<file path="config.mk">
export PLATFORM = sky130hd
export DESIGN_NAME = snn_infer_seq
export DESIGN_NICKNAME = d
export VERILOG_FILES = /design/src/rtl/snn_soc_pkg.sv /design/src/rtl/snn_wl_serializer.sv /design/src/rtl/snn_infer_seq.sv
export SDC_FILE = /design/constraint.sdc
export NUM_CORES = 1
export LEC_CHECK = 0
export ABC_AREA = 1
export BUFFER_PORTS_ARGS = -buffer_cell sky130_fd_sc_hd__buf_2
export CAP_MARGIN = 10
export CELL_PAD_IN_SITES_DETAIL_PLACEMENT = 0
export CELL_PAD_IN_SITES_GLOBAL_PLACEMENT = 1
export CORE_ASPECT_RATIO = 2
export CORE_MARGIN = 4
export CORE_UTILIZATION = 40
export CTS_CLUSTER_SIZE = 28
export DETAILED_ROUTE_END_ITERATION = 10
export HOLD_SLACK_MARGIN = 0.05
export PLACE_DENSITY = 0.86
export SLEW_MARGIN = 5
export SYNTH_ARGS = -nofsm -noshare
export SYNTH_HDL_FRONTEND = slang
export SYNTH_SLANG_ARGS = --single-unit
</file>
<file path="constraint.sdc">
create_clock -name clk -period 2.19 [get_ports clk]
set_clock_uncertainty 0.1 [all_clocks]
set_input_delay 0.1095 -clock clk [delete_from_list [all_inputs] [get_ports clk]]
set_output_delay 0.1095 -clock clk [all_outputs]
set_load 0.1 [all_outputs]
</file>
<file path="src/rtl/snn_soc_pkg.sv">
// Shared SNN core types: sequencer state encoding (exported for status readback)
// and WL pad group sizing.
package snn_soc_pkg;

  localparam int unsigned WL_GROUP_COUNT = 8;
  localparam int unsigned WL_GROUP_SEL_W = $clog2(WL_GROUP_COUNT);

  typedef enum logic [3:0] {
    StIdle    = 4'd0,
    StClear   = 4'd1,
    StFetch   = 4'd2,
    StWlSend  = 4'd3,
    StDacWait = 4'd4,
    StCimRun  = 4'd5,
    StAdcRun  = 4'd6,
    StLifAcc  = 4'd7,
    StDone    = 4'd8
  } seq_state_t;

endpackage

</file>
<file path="src/rtl/snn_wl_serializer.sv">
// Splits a captured bit-plane into WL_GROUP_COUNT pad cycles, group 0 first,
// with registered data/select/latch and a last-group flag for the sequencer.
module snn_wl_serializer
  import snn_soc_pkg::*;
#(
  parameter int unsigned NUM_INPUTS     = 64,
  parameter int unsigned WL_GROUP_WIDTH = 8
) (
  input  logic                      clk,
  input  logic                      rst_n,
  input  logic                      clr,
  input  logic                      go,
  input  logic [NUM_INPUTS-1:0]     plane,
  output logic [WL_GROUP_WIDTH-1:0] wl_data,
  output logic [WL_GROUP_SEL_W-1:0] wl_group_sel,
  output logic                      wl_latch,
  output logic                      last
);

  logic [WL_GROUP_WIDTH-1:0] groups [WL_GROUP_COUNT];
  logic [WL_GROUP_SEL_W-1:0] grp_next;

  for (genvar g = 0; g < WL_GROUP_COUNT; g++) begin : g_split
    assign groups[g] = plane[g*WL_GROUP_WIDTH +: WL_GROUP_WIDTH];
  end

  assign grp_next = wl_group_sel + WL_GROUP_SEL_W'(1);
  assign last     = wl_latch && (wl_group_sel == WL_GROUP_SEL_W'(WL_GROUP_COUNT - 1));

  // wl_latch doubles as the "sending" flag
  always_ff @(posedge clk or negedge rst_n) begin
    if (!rst_n) begin
      wl_data      <= '0;
      wl_group_sel <= '0;
      wl_latch     <= 1'b0;
    end else if (clr) begin
      wl_data      <= '0;
      wl_group_sel <= '0;
      wl_latch     <= 1'b0;
    end else if (go) begin
      wl_data      <= groups[0];
      wl_group_sel <= '0;
      wl_latch     <= 1'b1;
    end else if (wl_latch) begin
      if (last) begin
        wl_data      <= '0;
        wl_group_sel <= '0;
        wl_latch     <= 1'b0;
      end else begin
        wl_data      <= groups[grp_next];
        wl_group_sel <= grp_next;
      end
    end
  end

endmodule

</file>
<file path="src/rtl/snn_infer_seq.sv">
// Bit-plane inference sequencer: FIFO pop -> WL pads -> DAC settle -> CIM -> ADC -> LIF.
// Optional CIM/ADC watchdog enabled by defining SNN_SEQ_TIMEOUT_EN.
module snn_infer_seq
  import snn_soc_pkg::*;
#(
  parameter int unsigned NUM_INPUTS         = 64,
  parameter int unsigned WL_GROUP_WIDTH     = 8,
  parameter int unsigned PIXEL_BITS         = 8,
  parameter int unsigned DAC_LATENCY_CYCLES = 5,
  parameter int unsigned TIMEOUT_CYCLES     = 4096
) (
  input  logic                      clk,
  input  logic                      rst_n,
  input  logic                      start,
  input  logic                      abort,
  input  logic [7:0]                timesteps,
  output logic                      busy,
  output logic                      done,
  output logic                      err,
  input  logic                      fifo_empty,
  input  logic [NUM_INPUTS-1:0]     fifo_rdata,
  output logic                      fifo_rd_en,
  output logic [WL_GROUP_WIDTH-1:0] wl_data,
  output logic [WL_GROUP_SEL_W-1:0] wl_group_sel,
  output logic                      wl_latch,
  output logic                      cim_start,
  input  logic                      cim_done,
  output logic                      adc_start,
  input  logic                      adc_done,
  output logic                      lif_clear,
  output logic                      lif_acc,
  output logic [2:0]                lif_shift
);

  localparam int unsigned DacW = (DAC_LATENCY_CYCLES > 1) ? $clog2(DAC_LATENCY_CYCLES) : 1;

  seq_state_t            state_q;
  logic [NUM_INPUTS-1:0] plane_q;
  logic [2:0]            plane_idx_q;
  logic [7:0]            ts_idx_q;
  logic [7:0]            ts_tot_q;
  logic [DacW-1:0]       dac_cnt_q;
  logic                  wl_go;
  logic                  wl_last;
  logic                  plane_wrap;

  assign wl_go      = (state_q == StFetch) && fifo_rd_en;
  assign plane_wrap = (plane_idx_q == 3'(PIXEL_BITS - 1));

`ifdef SNN_SEQ_TIMEOUT_EN
  logic [15:0] wd_q;
`else
  logic unused_cfg;
  assign unused_cfg = ^32'(TIMEOUT_CYCLES);
  assign err        = 1'b0;
`endif

  // The pop is registered, so it is decided one cycle ahead on entry to FETCH
  always_ff @(posedge clk or negedge rst_n) begin
    if (!rst_n) begin
      state_q     <= StIdle;
      plane_q     <= '0;
      plane_idx_q <= '0;
      ts_idx_q    <= '0;
      ts_tot_q    <= '0;
      dac_cnt_q   <= '0;
      busy        <= 1'b0;
      done        <= 1'b0;
      fifo_rd_en  <= 1'b0;
      cim_start   <= 1'b0;
      adc_start   <= 1'b0;
      lif_clear   <= 1'b0;
      lif_acc     <= 1'b0;
      lif_shift   <= '0;
`ifdef SNN_SEQ_TIMEOUT_EN
      wd_q        <= '0;
      err         <= 1'b0;
`endif
    end else begin
      done       <= 1'b0;
      fifo_rd_en <= 1'b0;
      cim_start  <= 1'b0;
      adc_start  <= 1'b0;
      lif_clear  <= 1'b0;
      lif_acc    <= 1'b0;
      if (abort && (state_q != StIdle)) begin
        state_q   <= StIdle;
        busy      <= 1'b0;
        lif_shift <= '0;
      end else begin
        case (state_q)
          StIdle: begin
            if (start) begin
              state_q     <= StClear;
              busy        <= 1'b1;
              lif_clear   <= 1'b1;
              ts_tot_q    <= (timesteps == 8'd0) ? 8'd1 : timesteps;
              plane_idx_q <= '0;
              ts_idx_q    <= '0;
`ifdef SNN_SEQ_TIMEOUT_EN
              err         <= 1'b0;
`endif
            end
          end
          StClear: begin
            state_q <= StFetch;
            if (!fifo_empty) begin
              fifo_rd_en <= 1'b1;
              plane_q    <= fifo_rdata;
            end
          end
          StFetch: begin
            if (fifo_rd_en) begin
              state_q <= StWlSend;
            end else if (!fifo_empty) begin
              fifo_rd_en <= 1'b1;
              plane_q    <= fifo_rdata;
            end
          end
          StWlSend: begin
            if (wl_last) begin
              state_q   <= StDacWait;
              dac_cnt_q <= '0;
            end
          end
          StDacWait: begin
            if (dac_cnt_q == DacW'(DAC_LATENCY_CYCLES - 1)) begin
              state_q   <= StCimRun;
              cim_start <= 1'b1;
`ifdef SNN_SEQ_TIMEOUT_EN
              wd_q      <= '0;
`endif
            end else begin
              dac_cnt_q <= dac_cnt_q + DacW'(1);
            end
          end
          StCimRun: begin
            if (cim_done) begin
              state_q   <= StAdcRun;
              adc_start <= 1'b1;
`ifdef SNN_SEQ_TIMEOUT_EN
              wd_q      <= '0;
            end else if (wd_q == 16'(TIMEOUT_CYCLES - 1)) begin
              state_q <= StIdle;
              busy    <= 1'b0;
              done    <= 1'b1;
              err     <= 1'b1;
            end else begin
              wd_q <= wd_q + 16'd1;
`endif
            end
          end
          StAdcRun: begin
            if (adc_done) begin
              state_q   <= StLifAcc;
              lif_acc   <= 1'b1;
              lif_shift <= 3'(PIXEL_BITS - 1) - plane_idx_q;
`ifdef SNN_SEQ_TIMEOUT_EN
            end else if (wd_q == 16'(TIMEOUT_CYCLES - 1)) begin
              state_q <= StIdle;
              busy    <= 1'b0;
              done    <= 1'b1;
              err     <= 1'b1;
            end else begin
              wd_q <= wd_q + 16'd1;
`endif
            end
          end
          StLifAcc: begin
            plane_idx_q <= plane_wrap ? 3'd0 : plane_idx_q + 3'd1;
            if (plane_wrap) begin
              ts_idx_q <= ts_idx_q + 8'd1;
            end
            if (plane_wrap && ((ts_idx_q + 8'd1) == ts_tot_q)) begin
              state_q <= StDone;
              busy    <= 1'b0;
              done    <= 1'b1;
            end else begin
              state_q <= StFetch;
              if (!fifo_empty) begin
                fifo_rd_en <= 1'b1;
                plane_q    <= fifo_rdata;
              end
            end
          end
          StDone:  state_q <= StIdle;
          default: state_q <= StIdle;
        endcase
      end
    end
  end

  snn_wl_serializer #(
    .NUM_INPUTS     (NUM_INPUTS),
    .WL_GROUP_WIDTH (WL_GROUP_WIDTH)
  ) u_wl_serializer (
    .clk          (clk),
    .rst_n        (rst_n),
    .clr          (abort && (state_q != StIdle)),
    .go           (wl_go),
    .plane        (plane_q),
    .wl_data      (wl_data),
    .wl_group_sel (wl_group_sel),
    .wl_latch     (wl_latch),
    .last         (wl_last)
  );

endmodule
</file>
==> summary.md, run 1 <==
| Metric | Value |
|---|---|
| Run status | finished clean |
| Total core area | 13900 sq um |
| Crit-path cells | nor2_4, nand3_2, nand2_1, nor2_1, nor4_4, buf_4, buf_4, nand2_8, clkbuf_16, nand2_1, nand2_1 |
| Critical path arrival | ~2.3 ns |
| Count leader, synth | nand2_1 |
| Latest clock arrival within the worst-skew pair | 0.35 ns |
| HPWL reported at the end of detailed placement | approximately 12 mm |
| FF-to-FF End | plane_q[38] |
| Total of fill cells in the finished design | roughly 1300 |
| Via count of the first global-routing pass | 5575 |
| WP data required | around 2.3 ns |
| Leakage power | ~3.9 nW |
| Worst-Margin Slew | 0.541 ns |
| Worst stage delay on the critical path | 0.44 ns |
| Peak supply drop | between 500 and 600 uV |
| Initial core utilization | 40.9% |
| Post-detailed-route via-to-cell ratio | ~5.0 |
| Critical register-to-register path startpoint | state_q[3] |
| Classification of the worst-slack hold path | in -> reg |
| 1st-pass router iterations | 4 |
| Worst r2r path cells | 11 |
| Deepest level of the CTS H-tree | 3 |
| Starting DRT DRC Count | approximately 340 |
| Count of port buffers added during placement | 100 |
| Cell occurring most often along the worst timing path | nand2_1 |
| EDFF count, synth | 0 |
| Share of post-route cells with drive strength above 1 | between 20% and 30% |
| Final setup violation count | 0 |
| Fin nets | about 1000 |
| Cell taking the most area after synthesis | dfrtp_1 |
| Relative slew slack | 63.5% |
| Ys async rst share | 100% |
| Maximum number of pins on one net before global-route repair | 52 |
| Share of the clock period used by the worst path after layout | just under 100% |
| Core occupancy in the finished layout | a little under three fifths |
| Total power | slightly below 10 mW |
| Clk root buf | clkbuf_16 |
| Total via count after detailed routing | ~5600 |
| Area fraction of the dominant cell type after synthesis | about half |
| Detail-routed net length per standard cell | around 15 um |
| Cell types with the largest area share after synthesis | dfrtp_1, nand2_1, nand3_1 |
| Die height | approximately 180 um |
| Final critical path time including I/O delays and setup | 2.12 ns |
| Final hold violation count | 0 |
| Critical path class | reg -> reg |
| Unrepaired setup endpoints after global routing | yes |
| Count of inserted antenna diode cells | 0 |
| Tightest hold margin | approximately 0.12 ns |
| Syn_nets | 804 |
| Initial antenna violation count | 0 |
| Worst Hold Endpoint | lif_clear |
| Area growth syn-to-layout | 37.1% |
| Hold_sp | start |
| Commonest register cell after synthesis | dfrtp_1 |
| Post-Synthesis Cells | slightly above 700 |
| Distinct cell type count of the synthesized netlist | 37 |
| CTS tree | yes |
| Max Buffers Root-to-Sink | 2 |
| Global-route usage over all layers | 20.9% |
| Final slew viol count | 0 |
| Total wire length after detailed routing | 17.0 mm |
| Number of buffers created by CTS | 9 |
| Remaining number of nets flagged by the antenna check after routing | 0 |
| CP max FO | 14 |
| Type of origin of the critical path | flip-flop |
| Placed instance count | between 1000 and 1500 |
| Highest clock frequency the design can meet | about 0.47 GHz |
| Remaining global-route overflow | 0 |
| Die footprint | 16300 sq um |
| Residual DRC | 0 |
| Number of cells on the worst hold path | 4 |
| Sequential area share after synthesis | about 49% |
| Mapped cell area | between 5000 and 6000 sq um |
| Worst setup slack for register-to-register paths | 0.07 ns |
| Weighted congestion at the end of routability-driven global placement | about 0.85 |
| Non-filler instance count after layout | 1106 |
| Ratio of total power to cell area | between 1000 and 1500 nW/um^2 |
| Cell type of the slowest stage on the worst timing path | dfrtp_1 |
| Count of warnings emitted by yosys | 0 |
| List of most frequent post-synthesis cells | nand2_1, dfrtp_1, nand3_1, inv_1, o21ai_0 |
| Clock transition at the registers of the reported paths | ~0.08 ns |
| Horizontal die dimension | ~92 um |
| Per-instance average area after synthesis | slightly below 8 sq um |
| Post-synthesis register bit count | around 110 |
| Setup TNS | 0 ns |
| Sink Count | 112 |
| CP endpoint kind | flip-flop |
| Total number of placement rows | a little over 60 |
| First-pass GRT wire length | between 20 and 30 mm |
| Number of I/O pins | a little over 100 |
| Number of max-cap violations | 0 |
area by class of cell:
type,count,area [sq um],share of cell area [%]
Clock buffer,10,239,3.07
Clock inverter,6,52.6,0.674
Inverter,59,221,2.84
Multi-Input combinational cell,512,2500,32.1
Sequential cell,112,2810,36.0
Tap cell,189,236,3.03
Timing Repair Buffer,218,1730,22.3
stage by stage:
step                setup WS (ns)  instance area (sq um)
floorplan                 0.00254                   5690
global placement           0.0740                   6520
detailed placement         0.0282                   6520
CTS                        0.0101                   7580
global route              -0.0187                   7790
finish                     0.0742                   7790
cell usage in the layout (no fill, tap or decap), drive strengths merged:
cell / netlist / final
a211oi: 1 / 1
a21oi: 10 / 10
buf: 23 / 137
clkbuf: 12 / 14
clkinv: 3 / 5
clkinvlp: 0 / 2
conb: 1 / 1
dfrtp: 112 / 112
dlygate4sd3: 0 / 77
ha: 7 / 7
inv: 56 / 58
nand2: 226 / 226
nand3: 112 / 112
nand3b: 2 / 2
nand4: 3 / 3
nor2: 56 / 56
nor3: 3 / 3
nor4: 3 / 3
o211ai: 9 / 9
o21a: 1 / 1
o21ai: 51 / 51
o221ai: 6 / 6
o22ai: 7 / 7
o311ai: 6 / 6
o31ai: 2 / 2
or2: 4 / 4
xnor2: 2 / 2
metal layers:
metal	share of wire, %	wire, um	global-route usage, %
met1	38	6510	23.0
met2	55	9350	38.8
met4	4.0	678	10.4
met5	0	0	0
met3	3.0	503	2.60
where the power goes:
| part | internal (mW) | switching, mW | total [mW] | leakage, nW |
|---|---|---|---|---|
| Sequential | 2.87 | 0.528 | 3.40 | 1.44 |
| Clock | 0.820 | 0.788 | 1.61 | 0.137 |
| Combinational | 1.67 | 3.14 | 4.80 | 2.32 |
worst max-delay path by stage:
stage,to,depth (start not counted),start
floorplan,state_q[1],9,u_wl_serializer.wl_group_sel[2]
global placement,u_wl_serializer.wl_data[6],6,u_wl_serializer.wl_group_sel[1]
detailed placement,plane_q[26],12,ts_idx_q[1]
CTS,plane_q[26],12,ts_idx_q[1]
global route,plane_q[18],12,ts_idx_q[1]
finish,plane_q[38],11,state_q[3]
logic make-up (layout without fill, tap and decap cells):
kind of cell               count (synthesis)  in the layout  synth area share, %
AOI/OAI and AO/OA                         93             93                 9.78
adders and majority gates                  7              7                 1.54
xor gates and xnor gates                   2              2                0.308
other                                      1              1               0.0660
DFF                                      112            112                 49.3
buffers and inverters                     94            293                 7.84
and+or+nand+nor                          409            409                 31.2
critical path: cells and delay by family, from the launching register on:
kind          cells  cell delay, ns
flops             1            0.44
simple gates      8            0.96
buf+inv           3            0.52
registers in the layout, indices dropped and copies added, names as in the netlist, 3 cells and up:
| register | cells |
|---|---|
| dac_cnt_q | 3 |
| u_wl_serializer.wl_data | 8 |
| state_q | 4 |
| u_wl_serializer.wl_group_sel | 3 |
| lif_shift | 3 |
| plane_q | 64 |
| ts_tot_q | 8 |
| ts_idx_q | 8 |
| plane_idx_q | 3 |
timing repair:
action | in CTS | in global routing
buffers inserted | 0 | 4
pin swaps | 1 | 2
setup endpoints to repair | 1 | 76
hold buffers | 77 | 0
endpoints found under the hold margin | 189 | 0
cloned | 0 | 5
gates resized for setup | 0 | 17
Power figures use the tool's default switching activity.
==> run 2, diff against run 1 <==
--- a/config.mk
+++ b/config.mk
@@ -15,7 +15,8 @@
 export CORE_UTILIZATION = 40
 export CTS_CLUSTER_SIZE = 28
 export DETAILED_ROUTE_END_ITERATION = 10
-export HOLD_SLACK_MARGIN = 0.05
+export GPL_ROUTABILITY_DRIVEN = 0
+export HOLD_SLACK_MARGIN = 0.06
 export PLACE_DENSITY = 0.86
 export SLEW_MARGIN = 5
 export SYNTH_ARGS = -nofsm -noshare
==> constraint.sdc (replaced) <==
create_clock -name clk -period 2.6 [get_ports clk]
set_clock_uncertainty 0.1 [all_clocks]
set_input_delay 0.13 -clock clk [delete_from_list [all_inputs] [get_ports clk]]
set_output_delay 0.13 -clock clk [all_outputs]
set_load 0.1 [all_outputs]
==> summary.md, run 2 (synthesis results as in run 1) <==
| Metric | Value |
|---|---|
| Run status | finished clean (unchanged) |
| Detail-routed net length per standard cell | 15.1 um (was 15.4 um) |
| Leading cell types in the layout, fill and taps excluded | nand2_1, nand3_1, dfrtp_1 (unchanged) |
| Clock network fraction of design power | 19.2% (was 16.4%) |
| Worst setup slack for register-to-register paths | 0.22 ns (was 0.07 ns) |
| Internal | 4.41 mW (was 5.36 mW) |
| First-pass GRT wire length | 27.0 mm (was 26.8 mm) |
| Die footprint | 16300 sq um (unchanged) |
| Final slew viol count | 0 (unchanged) |
| Deepest level of the CTS H-tree | 3 (unchanged) |
| Number of max-cap violations | 0 (unchanged) |
| Highest clock frequency the design can meet | 0.421 GHz (was 0.473 GHz) |
| 1st-pass router iterations | 5 (was 4) |
| Total core area | 13900 sq um (unchanged) |
| Final critical path time including I/O delays and setup | 2.38 ns (was 2.12 ns) |
| Total number of placement rows | 61 (unchanged) |
| Initial antenna violation count | 0 (unchanged) |
| Clk root buf | clkbuf_16 (unchanged) |
| Leakage power | 3.73 nW (was 3.89 nW) |
| Worst r2r path cells | 8 (was 11) |
| Via count of the first global-routing pass | 5543 (was 5575) |
| Initial core utilization | 40.9% (unchanged) |
| Worst-Margin Slew | 0.746 ns (was 0.541 ns) |
| Final WS setup | 0.224 ns (was 0.0742 ns) |
| Leading cell type in the layout, fill and taps excluded | nand2_1 (unchanged) |
| Latest clock arrival within the worst-skew pair | 0.35 ns (about the same) |
| Final setup violation count | 0 (unchanged) |
| Area growth syn-to-layout | 30.7% (was 37.1%) |
| Share of post-route cells with drive strength above 1 | 17.0% (was 20.3%) |
| Count of port buffers added during placement | 100 (unchanged) |
| CP endpoint kind | flip-flop (unchanged) |
| Starting DRT DRC Count | 240 (was 339) |
| Cell type of the slowest stage on the worst timing path | dfrtp_1 (unchanged) |
| Residual DRC | 0 (unchanged) |
| Fraction of power spent switching nets | 45.0% (was 45.4%) |
| Sink Count | 112 (unchanged) |
| Combinational power share | 45.2% (was 48.9%) |
| Total via count after detailed routing | 5331 (was 5566) |
| Number of buffers created by CTS | 9 (unchanged) |
| Final hold violation count | 0 (unchanged) |
| Minimum setup slack after placement | 0.216 ns (was 0.0282 ns) |
| Peak supply drop | 698 uV (was 577 uV) |
| Number of I/O pins | 102 (unchanged) |
| Count of inserted antenna diode cells | 0 (unchanged) |
| Crit-path cells | nor2_2, nand2_2, nand2_4, inv_2, nor4_4, buf_12, nand3_1, nand2_1 (was nor2_4, nand3_2, nand2_1, nor2_1, nor4_4, buf_4, buf_4, nand2_8, clkbuf_16, nand2_1, nand2_1) |
| Die height | 177 um (unchanged) |
| Reg with most FFs | plane_q (unchanged) |
| CP max FO | 64 (was 14) |
| Worst stage delay on the critical path | 0.43 ns (was 0.44 ns) |
| WP data required | 2.80 ns (was 2.34 ns) |
| Max Buffers Root-to-Sink | 2 (unchanged) |
| Maximum number of pins on one net before global-route repair | 70 (was 52) |
| NetSw | 3.61 mW (was 4.46 mW) |
| Critical path arrival | 2.57 ns (was 2.26 ns) |
| Total wire length after detailed routing | 16.3 mm (was 17.0 mm) |
| Instance area at placement | 6360 sq um (was 6520 sq um) |
| Global-route usage over all layers | 21.0% (was 20.9%) |
| Setup TNS | 0 ns (unchanged) |
| Unrepaired setup endpoints after global routing | no (was yes) |
| Critical path class | reg -> reg (unchanged) |
| HPWL reported at the end of detailed placement | 11.6 mm (was 11.5 mm) |
| Horizontal die dimension | 92.3 um (unchanged) |
| CP startpoint | state_q[3] (unchanged) |
| Summed area of non-filler cells in the final layout | 7430 sq um (was 7790 sq um) |
| Remaining number of nets flagged by the antenna check after routing | 0 (unchanged) |
| Relative slew slack | 49.6% (was 63.5%) |
| Share of the clock period used by the worst path after layout | 91.4% (was 96.6%) |
| Remaining global-route overflow | 0 (unchanged) |
| Fin nets | 970 (was 998) |
| Type of origin of the critical path | flip-flop (unchanged) |
| Post-detailed-route via-to-cell ratio | 4.95 (was 5.03) |
| Total power | 8.02 mW (was 9.82 mW) |
| Sequential group share of total power | 35.7% (was 34.7%) |
| Largest register FFs | 64 (unchanged) |
| Clock transition at the registers of the reported paths | 0.08 ns (about the same) |
| Classification of the worst-slack hold path | in -> async (was in -> reg) |
| Critical register-to-register path startpoint | state_q[3] (unchanged) |
| Total of fill cells in the finished design | 1396 (was 1326) |
| Ratio of total power to cell area | 1080 nW/um^2 (was 1260 nW/um^2) |
| CTS tree | yes (unchanged) |
-- run 2: cell types whose count changed in the layout (fill, tap and decap cells not counted), sizes merged --
| cell | before | now |
|---|---|---|
| clkbuf | 14 | 10 |
| bufinv | 0 | 2 |
| clkinvlp | 2 | 0 |
| buf | 137 | 116 |
| inv | 58 | 57 |
| clkinv | 5 | 6 |
| dlygate4sd3 | 77 | 74 |
-- run 2: critical path: cells and delay by family, from the launching register on --
family / cells / cell delay [ns]
AND/OR/NAND/NOR: 6 / 1.26
buffers and inverters: 2 / 0.51
flip-flops: 1 / 0.43
-- run 2: metrics by stage --
| step | util [%] | instances | hold slack (ns) |
|---|---|---|---|
| 2_1_floorplan | - | 718 | -0.266 |
| 3_3_place_gp | 45.8 | 988 | -0.102 |
| 3_5_place_dp | 45.8 | 988 | -0.0992 |
| 4_1_cts | 53.5 | 1078 | 0.0618 |
| 5_1_grt | 53.5 | 1078 | 0.0724 |
| 6_report | 53.5 | 1078 | 0.0672 |
-- run 2: repair_timing --
item | in CTS | in global routing
buffers inserted | 0 | 0
gates resized for setup | 0 | 0
hold buffers | 74 | 0
endpoints found under the hold margin | 185 | 0
-- run 2: layout make-up --
cell class / count / area (sq um) / area share [%]
multi-input combinational: 512 / 2430 / 32.8
timing repair buffer: 190 / 1400 / 18.9
clock buffer: 10 / 239 / 3.22
inverter: 59 / 221 / 2.98
tap: 189 / 236 / 3.18
sequential: 112 / 2800 / 37.7
clock inverter: 6 / 91.3 / 1.23
-- run 2: layer usage --
layer	vias to the layer above	part of all wire (%)	GRT usage (%)
li1	2681	-	-
met1	2484	37	22.8
met2	131	56	39.5
met3	35	3.5	3.03
met4	0	3.7	9.37
met5	-	0	0
-- run 2: worst paths after layout --
path                               endpoint
max in group asynchronous       plane_q[20]
worst min-delay path            plane_q[13]
worst min register to register  plane_q[20]
min in group clk                    lif_acc
worst max-delay path            plane_q[16]
worst max register to register  plane_q[16]
-- run 2: power groups by stage --
stage,registers (mW),clock network (mW),logic [mW]
4_1_cts,2.86,1.57,3.66
3_3_place_gp,2.88,0,3.53
2_1_floorplan,3.42,0,2.15
6_report,2.86,1.54,3.62
3_5_place_dp,2.89,0,3.56
5_1_grt,2.93,1.63,4.10
